`config.mk`:
```
export PLATFORM = sky130hd
export DESIGN_NAME = keypad_scanner
export DESIGN_NICKNAME = d
export VERILOG_FILES = /design/src/rtl/keypad_scanner.sv
export SDC_FILE = /design/constraint.sdc
export NUM_CORES = 1
export LEC_CHECK = 0
export CORE_UTILIZATION = 54
export DETAILED_ROUTE_END_ITERATION = 16
export HOLD_SLACK_MARGIN = 0.05
export PLACE_DENSITY_LB_ADDON = 0.08
export RECOVER_POWER = 50
export SLEW_MARGIN = 20
export SYNTH_ARGS = -nofsm -noshare
export SYNTH_HDL_FRONTEND = slang
export SYNTH_SLANG_ARGS = --single-unit
```
`constraint.sdc`:
```
create_clock -name clk -period 2.5 [get_ports clk]
set_clock_uncertainty 0.2 [all_clocks]
set_input_delay 0.5 -clock clk [delete_from_list [all_inputs] [get_ports clk]]
set_output_delay 0.5 -clock clk [all_outputs]
set_load 0.03 [all_outputs]
```
`src/rtl/keypad_scanner.sv`:
```
// -----------------------------------------------------------------------------
// keypad_scanner
//
// Scans a 4x4 matrix keypad one column at a time, debounces a single key,
// and reports it once per press with a one-cycle pulse plus its row/column
// index. Only one key is tracked at a time: while a key is being debounced,
// held or released, every other key is ignored (no rollover).
//
// Parameters
//   SCAN_DIV        cycles each column is driven before its rows are sampled
//                   (must be >= 4)
//   DEBOUNCE_CYCLES consecutive stable cycles needed to accept a press or a
//                   release (must be >= 2)
//   REPEAT_CYCLES   auto-repeat interval while a key stays held; only used
//                   when KEYPAD_AUTOREPEAT_EN is defined
//
// Optional feature
//   KEYPAD_AUTOREPEAT_EN  when defined, a held key re-emits button_pressed
//                         every REPEAT_CYCLES cycles. When undefined, each
//                         press yields exactly one pulse and no repeat
//                         counter exists.
//
// Ports
//   clk            in   system clock, all state on the rising edge
//   reset          in   asynchronous active-low reset
//   row_in[3:0]    in   row sense lines, active-low, asynchronous to clk
//   col_drive[3:0] out  column drive, one-hot active-low
//   button_pressed out  one-cycle pulse per accepted key event
//   row[1:0]       out  row index of the last accepted key
//   col[1:0]       out  column index of the last accepted key
//   key_held       out  high from acceptance until the release is accepted
// -----------------------------------------------------------------------------
module keypad_scanner #(
   parameter int unsigned SCAN_DIV        = 1000,
   parameter int unsigned DEBOUNCE_CYCLES = 100000,
   parameter int unsigned REPEAT_CYCLES   = 25000000
) (
   input  logic       clk,
   input  logic       reset,
   input  logic [3:0] row_in,
   output logic [3:0] col_drive,
   output logic       button_pressed,
   output logic [1:0] row,
   output logic [1:0] col,
   output logic       key_held
);

   // Counter widths: each counter only ever holds 0 .. PARAM-1.
   localparam int unsigned DIV_W = $clog2(SCAN_DIV);
   localparam int unsigned DEB_W = $clog2(DEBOUNCE_CYCLES);

   localparam logic [DIV_W-1:0] DIV_LAST = DIV_W'(SCAN_DIV - 1);
   localparam logic [DEB_W-1:0] DEB_LAST = DEB_W'(DEBOUNCE_CYCLES - 1);

`ifdef KEYPAD_AUTOREPEAT_EN
   localparam int unsigned      REP_W    = $clog2(REPEAT_CYCLES);
   localparam logic [REP_W-1:0] REP_LAST = REP_W'(REPEAT_CYCLES - 1);
`endif

   // Reject parameter values the counters and the sync latency cannot honour.
   if (SCAN_DIV < 4) begin : g_bad_scan_div
      $error("keypad_scanner: SCAN_DIV must be >= 4");
   end
   if (DEBOUNCE_CYCLES < 2) begin : g_bad_debounce
      $error("keypad_scanner: DEBOUNCE_CYCLES must be >= 2");
   end
   if (REPEAT_CYCLES < 2) begin : g_bad_repeat
      $error("keypad_scanner: REPEAT_CYCLES must be >= 2");
   end

   typedef enum logic [1:0] {
      ST_SCAN     = 2'd0,
      ST_DEBOUNCE = 2'd1,
      ST_HELD     = 2'd2,
      ST_RELEASE  = 2'd3
   } state_t;

   // Column index -> active-low one-hot drive pattern.
   function automatic logic [3:0] col_onehot_low(input logic [1:0] c);
      logic [3:0] drv;
      case (c)
         2'd0:    drv = 4'b1110;
         2'd1:    drv = 4'b1101;
         2'd2:    drv = 4'b1011;
         2'd3:    drv = 4'b0111;
         default: drv = 4'b1110;
      endcase
      return drv;
   endfunction

   logic [3:0]       row_meta_q;
   logic [3:0]       rs_q;
   state_t           state_q;
   logic [1:0]       col_sel_q;
   logic [1:0]       row_sel_q;
   logic [DIV_W-1:0] div_cnt_q;
   logic [DEB_W-1:0] deb_cnt_q;
   logic [3:0]       col_drive_q;
   logic             button_pressed_q;
   logic [1:0]       row_q;
   logic [1:0]       col_q;
   logic             key_held_q;
`ifdef KEYPAD_AUTOREPEAT_EN
   logic [REP_W-1:0] rep_cnt_q;
`endif

   logic [1:0] low_row_d;
   logic [1:0] col_inc_d;
   logic       key_line_d;

   // Two-flop synchronizer for the asynchronous row lines (idle = all high).
   always_ff @(posedge clk or negedge reset) begin
      if (!reset) begin
         row_meta_q <= 4'hF;
         rs_q       <= 4'hF;
      end else begin
         row_meta_q <= row_in;
         rs_q       <= row_meta_q;
      end
   end

   // Lowest-index low row wins when several rows are low together.
   always_comb begin
      low_row_d = 2'd0;
      if (!rs_q[0]) begin
         low_row_d = 2'd0;
      end else if (!rs_q[1]) begin
         low_row_d = 2'd1;
      end else if (!rs_q[2]) begin
         low_row_d = 2'd2;
      end else if (!rs_q[3]) begin
         low_row_d = 2'd3;
      end else begin
         low_row_d = 2'd0;
      end
   end

   // Next column in scan order (3 wraps to 0) and the tracked row line level.
   always_comb begin
      col_inc_d  = col_sel_q + 2'd1;
      key_line_d = rs_q[row_sel_q];
   end

   // Scanner/debounce FSM with all outputs registered.
   always_ff @(posedge clk or negedge reset) begin
      if (!reset) begin
         state_q          <= ST_SCAN;
         col_sel_q        <= 2'd0;
         row_sel_q        <= 2'd0;
         div_cnt_q        <= {DIV_W{1'b0}};
         deb_cnt_q        <= {DEB_W{1'b0}};
         col_drive_q      <= 4'b1110;
         button_pressed_q <= 1'b0;
         row_q            <= 2'd0;
         col_q            <= 2'd0;
         key_held_q       <= 1'b0;
`ifdef KEYPAD_AUTOREPEAT_EN
         rep_cnt_q        <= {REP_W{1'b0}};
`endif
      end else begin
         button_pressed_q <= 1'b0;
         case (state_q)
            ST_SCAN: begin
               if (div_cnt_q == DIV_LAST) begin
                  div_cnt_q <= {DIV_W{1'b0}};
                  if (rs_q == 4'hF) begin
                     col_sel_q   <= col_inc_d;
                     col_drive_q <= col_onehot_low(col_inc_d);
                  end else begin
                     // Column stays driven; only row low_row_d is tracked now.
                     row_sel_q <= low_row_d;
                     deb_cnt_q <= {DEB_W{1'b0}};
                     state_q   <= ST_DEBOUNCE;
                  end
               end else begin
                  div_cnt_q <= div_cnt_q + DIV_W'(1);
               end
            end

            ST_DEBOUNCE: begin
               if (key_line_d) begin
                  // Bounce or glitch: give up and move on to the next column.
                  deb_cnt_q   <= {DEB_W{1'b0}};
                  div_cnt_q   <= {DIV_W{1'b0}};
                  col_sel_q   <= col_inc_d;
                  col_drive_q <= col_onehot_low(col_inc_d);
                  state_q     <= ST_SCAN;
               end else if (deb_cnt_q == DEB_LAST) begin
                  deb_cnt_q        <= {DEB_W{1'b0}};
                  button_pressed_q <= 1'b1;
                  row_q            <= row_sel_q;
                  col_q            <= col_sel_q;
                  key_held_q       <= 1'b1;
`ifdef KEYPAD_AUTOREPEAT_EN
                  rep_cnt_q        <= {REP_W{1'b0}};
`endif
                  state_q          <= ST_HELD;
               end else begin
                  deb_cnt_q <= deb_cnt_q + DEB_W'(1);
               end
            end

            ST_HELD: begin
               if (key_line_d) begin
                  deb_cnt_q <= {DEB_W{1'b0}};
                  state_q   <= ST_RELEASE;
               end else begin
`ifdef KEYPAD_AUTOREPEAT_EN
                  if (rep_cnt_q == REP_LAST) begin
                     rep_cnt_q        <= {REP_W{1'b0}};
                     button_pressed_q <= 1'b1;
                  end else begin
                     rep_cnt_q <= rep_cnt_q + REP_W'(1);
                  end
`else
                  state_q <= ST_HELD;
`endif
               end
            end

            ST_RELEASE: begin
               if (!key_line_d) begin
                  // Release bounce: back to HELD silently, repeat timer restarts.
                  deb_cnt_q <= {DEB_W{1'b0}};
`ifdef KEYPAD_AUTOREPEAT_EN
                  rep_cnt_q <= {REP_W{1'b0}};
`endif
                  state_q   <= ST_HELD;
               end else if (deb_cnt_q == DEB_LAST) begin
                  deb_cnt_q   <= {DEB_W{1'b0}};
                  div_cnt_q   <= {DIV_W{1'b0}};
                  key_held_q  <= 1'b0;
                  col_sel_q   <= col_inc_d;
                  col_drive_q <= col_onehot_low(col_inc_d);
                  state_q     <= ST_SCAN;
               end else begin
                  deb_cnt_q <= deb_cnt_q + DEB_W'(1);
               end
            end

            default: begin
               state_q     <= ST_SCAN;
               col_sel_q   <= 2'd0;
               col_drive_q <= 4'b1110;
               div_cnt_q   <= {DIV_W{1'b0}};
               deb_cnt_q   <= {DEB_W{1'b0}};
               key_held_q  <= 1'b0;
            end
         endcase
      end
   end

   assign col_drive      = col_drive_q;
   assign button_pressed = button_pressed_q;
   assign row            = row_q;
   assign col            = col_q;
   assign key_held       = key_held_q;

endmodule

```
======== Yosys cells after proc, flatten, opt, wreduce, memory -nomap -nowiden ========
Cells that the tools add are included.
storage, ports and cells
  flip-flop bits (word level) ............. 51
  input bits .............................. 6
  output and inout bits ................... 10
  logic and storage cells ................. 96
operators by class
  add/subtract/negate cells ............... 3
  magnitude comparators ................... 1
  eq/ne operators ......................... 20
  multiplexer cells ....................... 47
  bitwise operators ....................... 2
  reductions and logical operators ........ 11
operators with widths
  cell                   count
  $mux 17                6
  $pmux 17 s4            1
  $mux 10                4
  $mux 2                 15
  $pmux 10 s3            1
  $mux 4                 5
  $ne 2x2->1 const B     9
  $add 17x1->17 const B  1
  $eq 17x17->1 const B   1
  $pmux 4 s4             1
  $pmux 4 s3             1
  $add 10x1->10 const B  1
  $eq 10x10->1 const B   1
  $mux 1                 9
  $reduce_and 3->1       3
  $eq 2x2->1 const B     4
  $pmux 2 s4             1
  $reduce_and 4->1       2
  $ne 3x3->1 const B     2
  $pmux 2 s3             1
  $reduce_and 6->1       1
  $reduce_and 5->1       1
  $eq 2x1->1 const B     2
  $eq 4x4->1 const B     1
  other kinds (8)        10

======== Longest topological paths before layout ========
  depth after elaboration ................. 6
  depth in mapped cells ................... 7

======== Least setup slack after synthesis ========
OpenSTA, ideal clock, no wires.
  path type ............................... register -> register
  start point ............................. register deb_cnt_q[5]
  end point ............................... register col_sel_q[1]
  arrival ................................. 1.908 ns
  data required time ...................... 2.175 ns
  setup slack ............................. 0.267 ns
  cell stages (with the launch flop) ...... 8
  cells stage by stage .................... dfrtp_1 buf_6 or4_4 nor4_4 nand2_2 a21bo_2 buf_6 mux2_4
on the way
  cells in the longest elaborated chain, start to end .. 3
ends and longest elaborated chain
  what                               line  source
  start, declared                    97    logic [DEB_W-1:0] deb_cnt_q;
  start signal, assigned             151   deb_cnt_q <= {DEB_W{1'b0}};
  start signal, assigned             172   deb_cnt_q <= {DEB_W{1'b0}};
  start signal, assigned             183   deb_cnt_q <= {DEB_W{1'b0}};
  $eq 17x17->1                       229   end else if (deb_cnt_q == DEB_LAST) begin
  $ne 2x2->1 (no source line)        --
  $reduce_and 6->1 (no source line)  --
  end signal, assigned               167   col_sel_q <= col_inc_d;
  end signal, assigned               185   col_sel_q <= col_inc_d;
  end signal, assigned               233   col_sel_q <= col_inc_d;
  end, declared                      94    logic [1:0] col_sel_q;
No other way between the ends.
A chain may end at the register's enable or synchronous reset.

======== Worst setup path after layout ========
  start point ............................. register row_sel_q[0]
  end point ............................... register col_sel_q[1]
on the way
  cells in the longest elaborated chain, start to end .. 4
  elaborated cells between the ends (all ways) .. 5
ends and longest elaborated chain
  what                                 line  source
  start, declared                      95    logic [1:0] row_sel_q;
  start signal, assigned               171   row_sel_q <= low_row_d;
  $bmux 1 s2 *                         141   key_line_d = rs_q[row_sel_q];
  $mux 1 (not written as such) *       141
  $ne 2x2->1 (no source line)          --
  $reduce_and 6->1 (no source line) *  --
Mark *: on every way between the ends. The rest lies on a longest branch, timed or not. The select of a mux whose other input is x is not followed.

==> impl_metrics.toml <==
[status]
status = "finished, final reports clean"

[place]
dp_hpwl_um = 3470
place_ws_ns = 0.188
io_buffers = 15
gp_congestion = 0.776
placed_cell_area_um2 = 2870

[global_route]
antenna_found_initial = 0
grt_max_degree = 30
grt_pass1_vias = 1824
grt.total_usage = 0.212
grt_pass1_wl_um = 8490
overflow = 0

[drt]
antenna_left = 0
drt_pass1_iterations = 4
vias_per_cell = 5.67
vias = 1986
drtIter0Drc = 131
drcViolationCount = 0
wl_per_cell_um = 14.0
finalWirelength_um = 4910

[clocking]
cts-root-buf = "clkbuf_8"
cts.sinks = 51
clk_latency_ns = 0.30
cts.clk_slew.worst_paths_ns = 0.09
cts_buffer_depth = 2
cts_buffers = 5
cts-resized-gates = 0
cts_hold_buf = 1
post_cts_buffers = 0
cts_tree = "yes"
h-tree-depth = 2

[synthesis]
ys_seq_elements = 51
synth_edf_count = 0
yosysTopAreaCell = "dfrtp_1"
synth.mux.area_fraction = 0.0780
synth_seq_area_share = 0.487
yosys.area.top_type_share = 0.378
yosys.area_share.adder = 0.0284
syn-instance-count = 265
synth_nets = 277
ys_async_sr_fraction = 1.00
syn_area_per_cell_um2 = 9.99
synth_compound_area_frac = 0.148
synth_cell_types = 47
synth_area_um2 = 2650
synth-main-ff-cell = "dfrtp_1"
synth-xor-area-share = 0.00331
synth-simple-area-share = 0.207
synth_top_family_by_area = "simple AND/OR/NAND/NOR gates"
synth_area_leaders = "dfrtp_1, dfstp_2, nand2_1, a31oi_1, mux2i_1"
yosysWarnings = 0

[floorplanning]
die-area_um2 = 5190
initial_core_util = 0.561
fp-row-count = 25
die_x_um = 72.0
fp.dieH_um = 72.0
io_pins = 16
floorplan.core_area_um2 = 4720

[hold_path]
hold_start = "row_meta_q[1]"
worst_hold_path.endpoint = "rs_q[1]"
min_path_type = "reg2reg"
min_path_cells = 0

[critical_path]
arrival_ns = 2.30
worstSetupPathType = "reg2reg"
end_kind = "flip-flop"
crit_fanout = 7
r2r_start = "row_sel_q[0]"
worstPathRequired_ns = 2.49
worstReg2RegEnd = "col_sel_q[1]"
worst-r2r-setup-slack_ns = 0.19
reg2regPathDepth = 5
crit_path_start_kind = "flip-flop"

[power]
p_per_area_nw_per_um2 = 467
peakVddDrop_mv = 0.322
power.leakage_nw = 1.28
p_total_mw = 1.39

[sta]
worst-slew-pin-transition_ns = 1.28
fmax_mhz = 433
slew_headroom = 0.150
min_period_ns = 2.31
finalSetupTns_ns = 0
rsz0062_at_grt = "false"
setup_violations = 0
slew_violations = 0
layout_worst_path_cycle_share = 0.923
hold_viol = 0
layout_setup_ws_ns = 0.192

[cells_and_area]
final_area_um2 = 2990
drive_gt1_frac = 0.152
fillers = 414
fin_nets = 294
area_growth_pct = 12.8
n_antenna_cell = 0

[job]
maxCapViolations = 0
-- synth_stat cells, types with 7 or more instances --
master and count:
a21oi_1 15, a31oi_1 16, dfrtp_1 40, dfstp_2 11, inv_1 15, mux2_2 7, mux2i_1 9, nand2_1 32
nand3_1 15, nor2_1 11, nor3_1 7, o21ai_0 14
-- where the power goes --
part / switching (mW) / internal, mW / leakage, nW
clock: 0.268 / 0.252 / 0.0505
combinational: 0.0201 / 0.0125 / 0.573
sequential: 0.00471 / 0.836 / 0.660
total: 0.292 / 1.10 / 1.28
-- stage by stage --
step	std cells	util	hold WS, ns
after floorplan	265	-	0.00441
final	350	0.632	0.159
after global placement	341	0.608	0.146
after detailed placement	341	0.608	0.147
after global routing	350	0.632	0.162
after CTS	350	0.632	0.160
-- critical path, stage by stage, from the launching register on --
cell	delay [ns]
dfrtp_1	0.47
mux4_2	0.58
nor2b_1	0.25
a21oi_1	0.06
a21bo_2	0.33
mux2_4	0.32
-- area by class of cell --
type | count | area (um2) | area share
Inverter | 15 | 56.3 | 0.0189
Tap cell | 67 | 83.8 | 0.0281
Sequential cell | 51 | 1290 | 0.432
Clock inverter | 1 | 7.51 | 0.00251
Clock buffer | 7 | 96.3 | 0.0323
Timing Repair Buffer | 23 | 219 | 0.0733
Multi-Input combinational cell | 186 | 1230 | 0.413
-- worst max-delay path by stage --
stage,from,end,depth (start not counted)
after floorplan,deb_cnt_q[5],col_sel_q[1],7
after global placement,deb_cnt_q[0],row[0],6
after detailed placement,row_sel_q[0],col_sel_q[1],5
after CTS,row_sel_q[0],col_sel_q[1],5
after global routing,deb_cnt_q[0],div_cnt_q[0],6
final,row_sel_q[0],col_sel_q[1],5
-- per-layer routing --
metal  track usage  wire length (um)  up-vias
li1              -                 -      994
met1         0.294              2390      959
met2         0.340              2330       27
met3        0.0389               125        6
met4        0.0719                66        0
met5             0                 0        -
-- logic make-up (layout without fill, tap and decap cells) --
kind of cell	count (synthesis)	count (layout)
AND/OR/NAND/NOR	99	99
AO/OA/AOI/OAI	62	62
flip-flops	51	51
buffers and inverters	28	46
multiplexers	18	18
adder cells (fa/ha/maj)	6	6
XOR/XNOR	1	1
-- cell usage in the layout (no fill, tap or decap), types with 2 or more instances in the layout --
cell / instances
a21o_1: 2
a21oi_1: 15
a22o_1: 2
a31oi_1: 16
a41oi_1: 3
and3_1: 6
and4_1: 2
buf_4: 6
clkbuf_8: 7
clkdlybuf4s50_1: 10
dfrtp_1: 40
dfstp_2: 11
dlygate4sd3_1: 5
ha_1: 6
inv_1: 15
mux2_2: 7
mux2i_1: 9
nand2_1: 32
nand2b_1: 4
nand3_1: 15
nand4_1: 6
nand4b_1: 2
nor2_1: 11
nor2b_1: 2
nor3_1: 7
nor3b_1: 2
o21a_1: 2
o21ai_0: 14
o22ai_1: 2
o311ai_0: 2
-- flip-flops by register name (all words and copies together), names as in the netlist, named ones only --
register	cells
col_sel_q	2
row	2
col_drive	4
row_sel_q	2
key_held	1
col	2
rs_q	4
deb_cnt_q	17
div_cnt_q	10
button_pressed	1
state_q	1
row_meta_q	4
(Power assumes the default switching activity.)
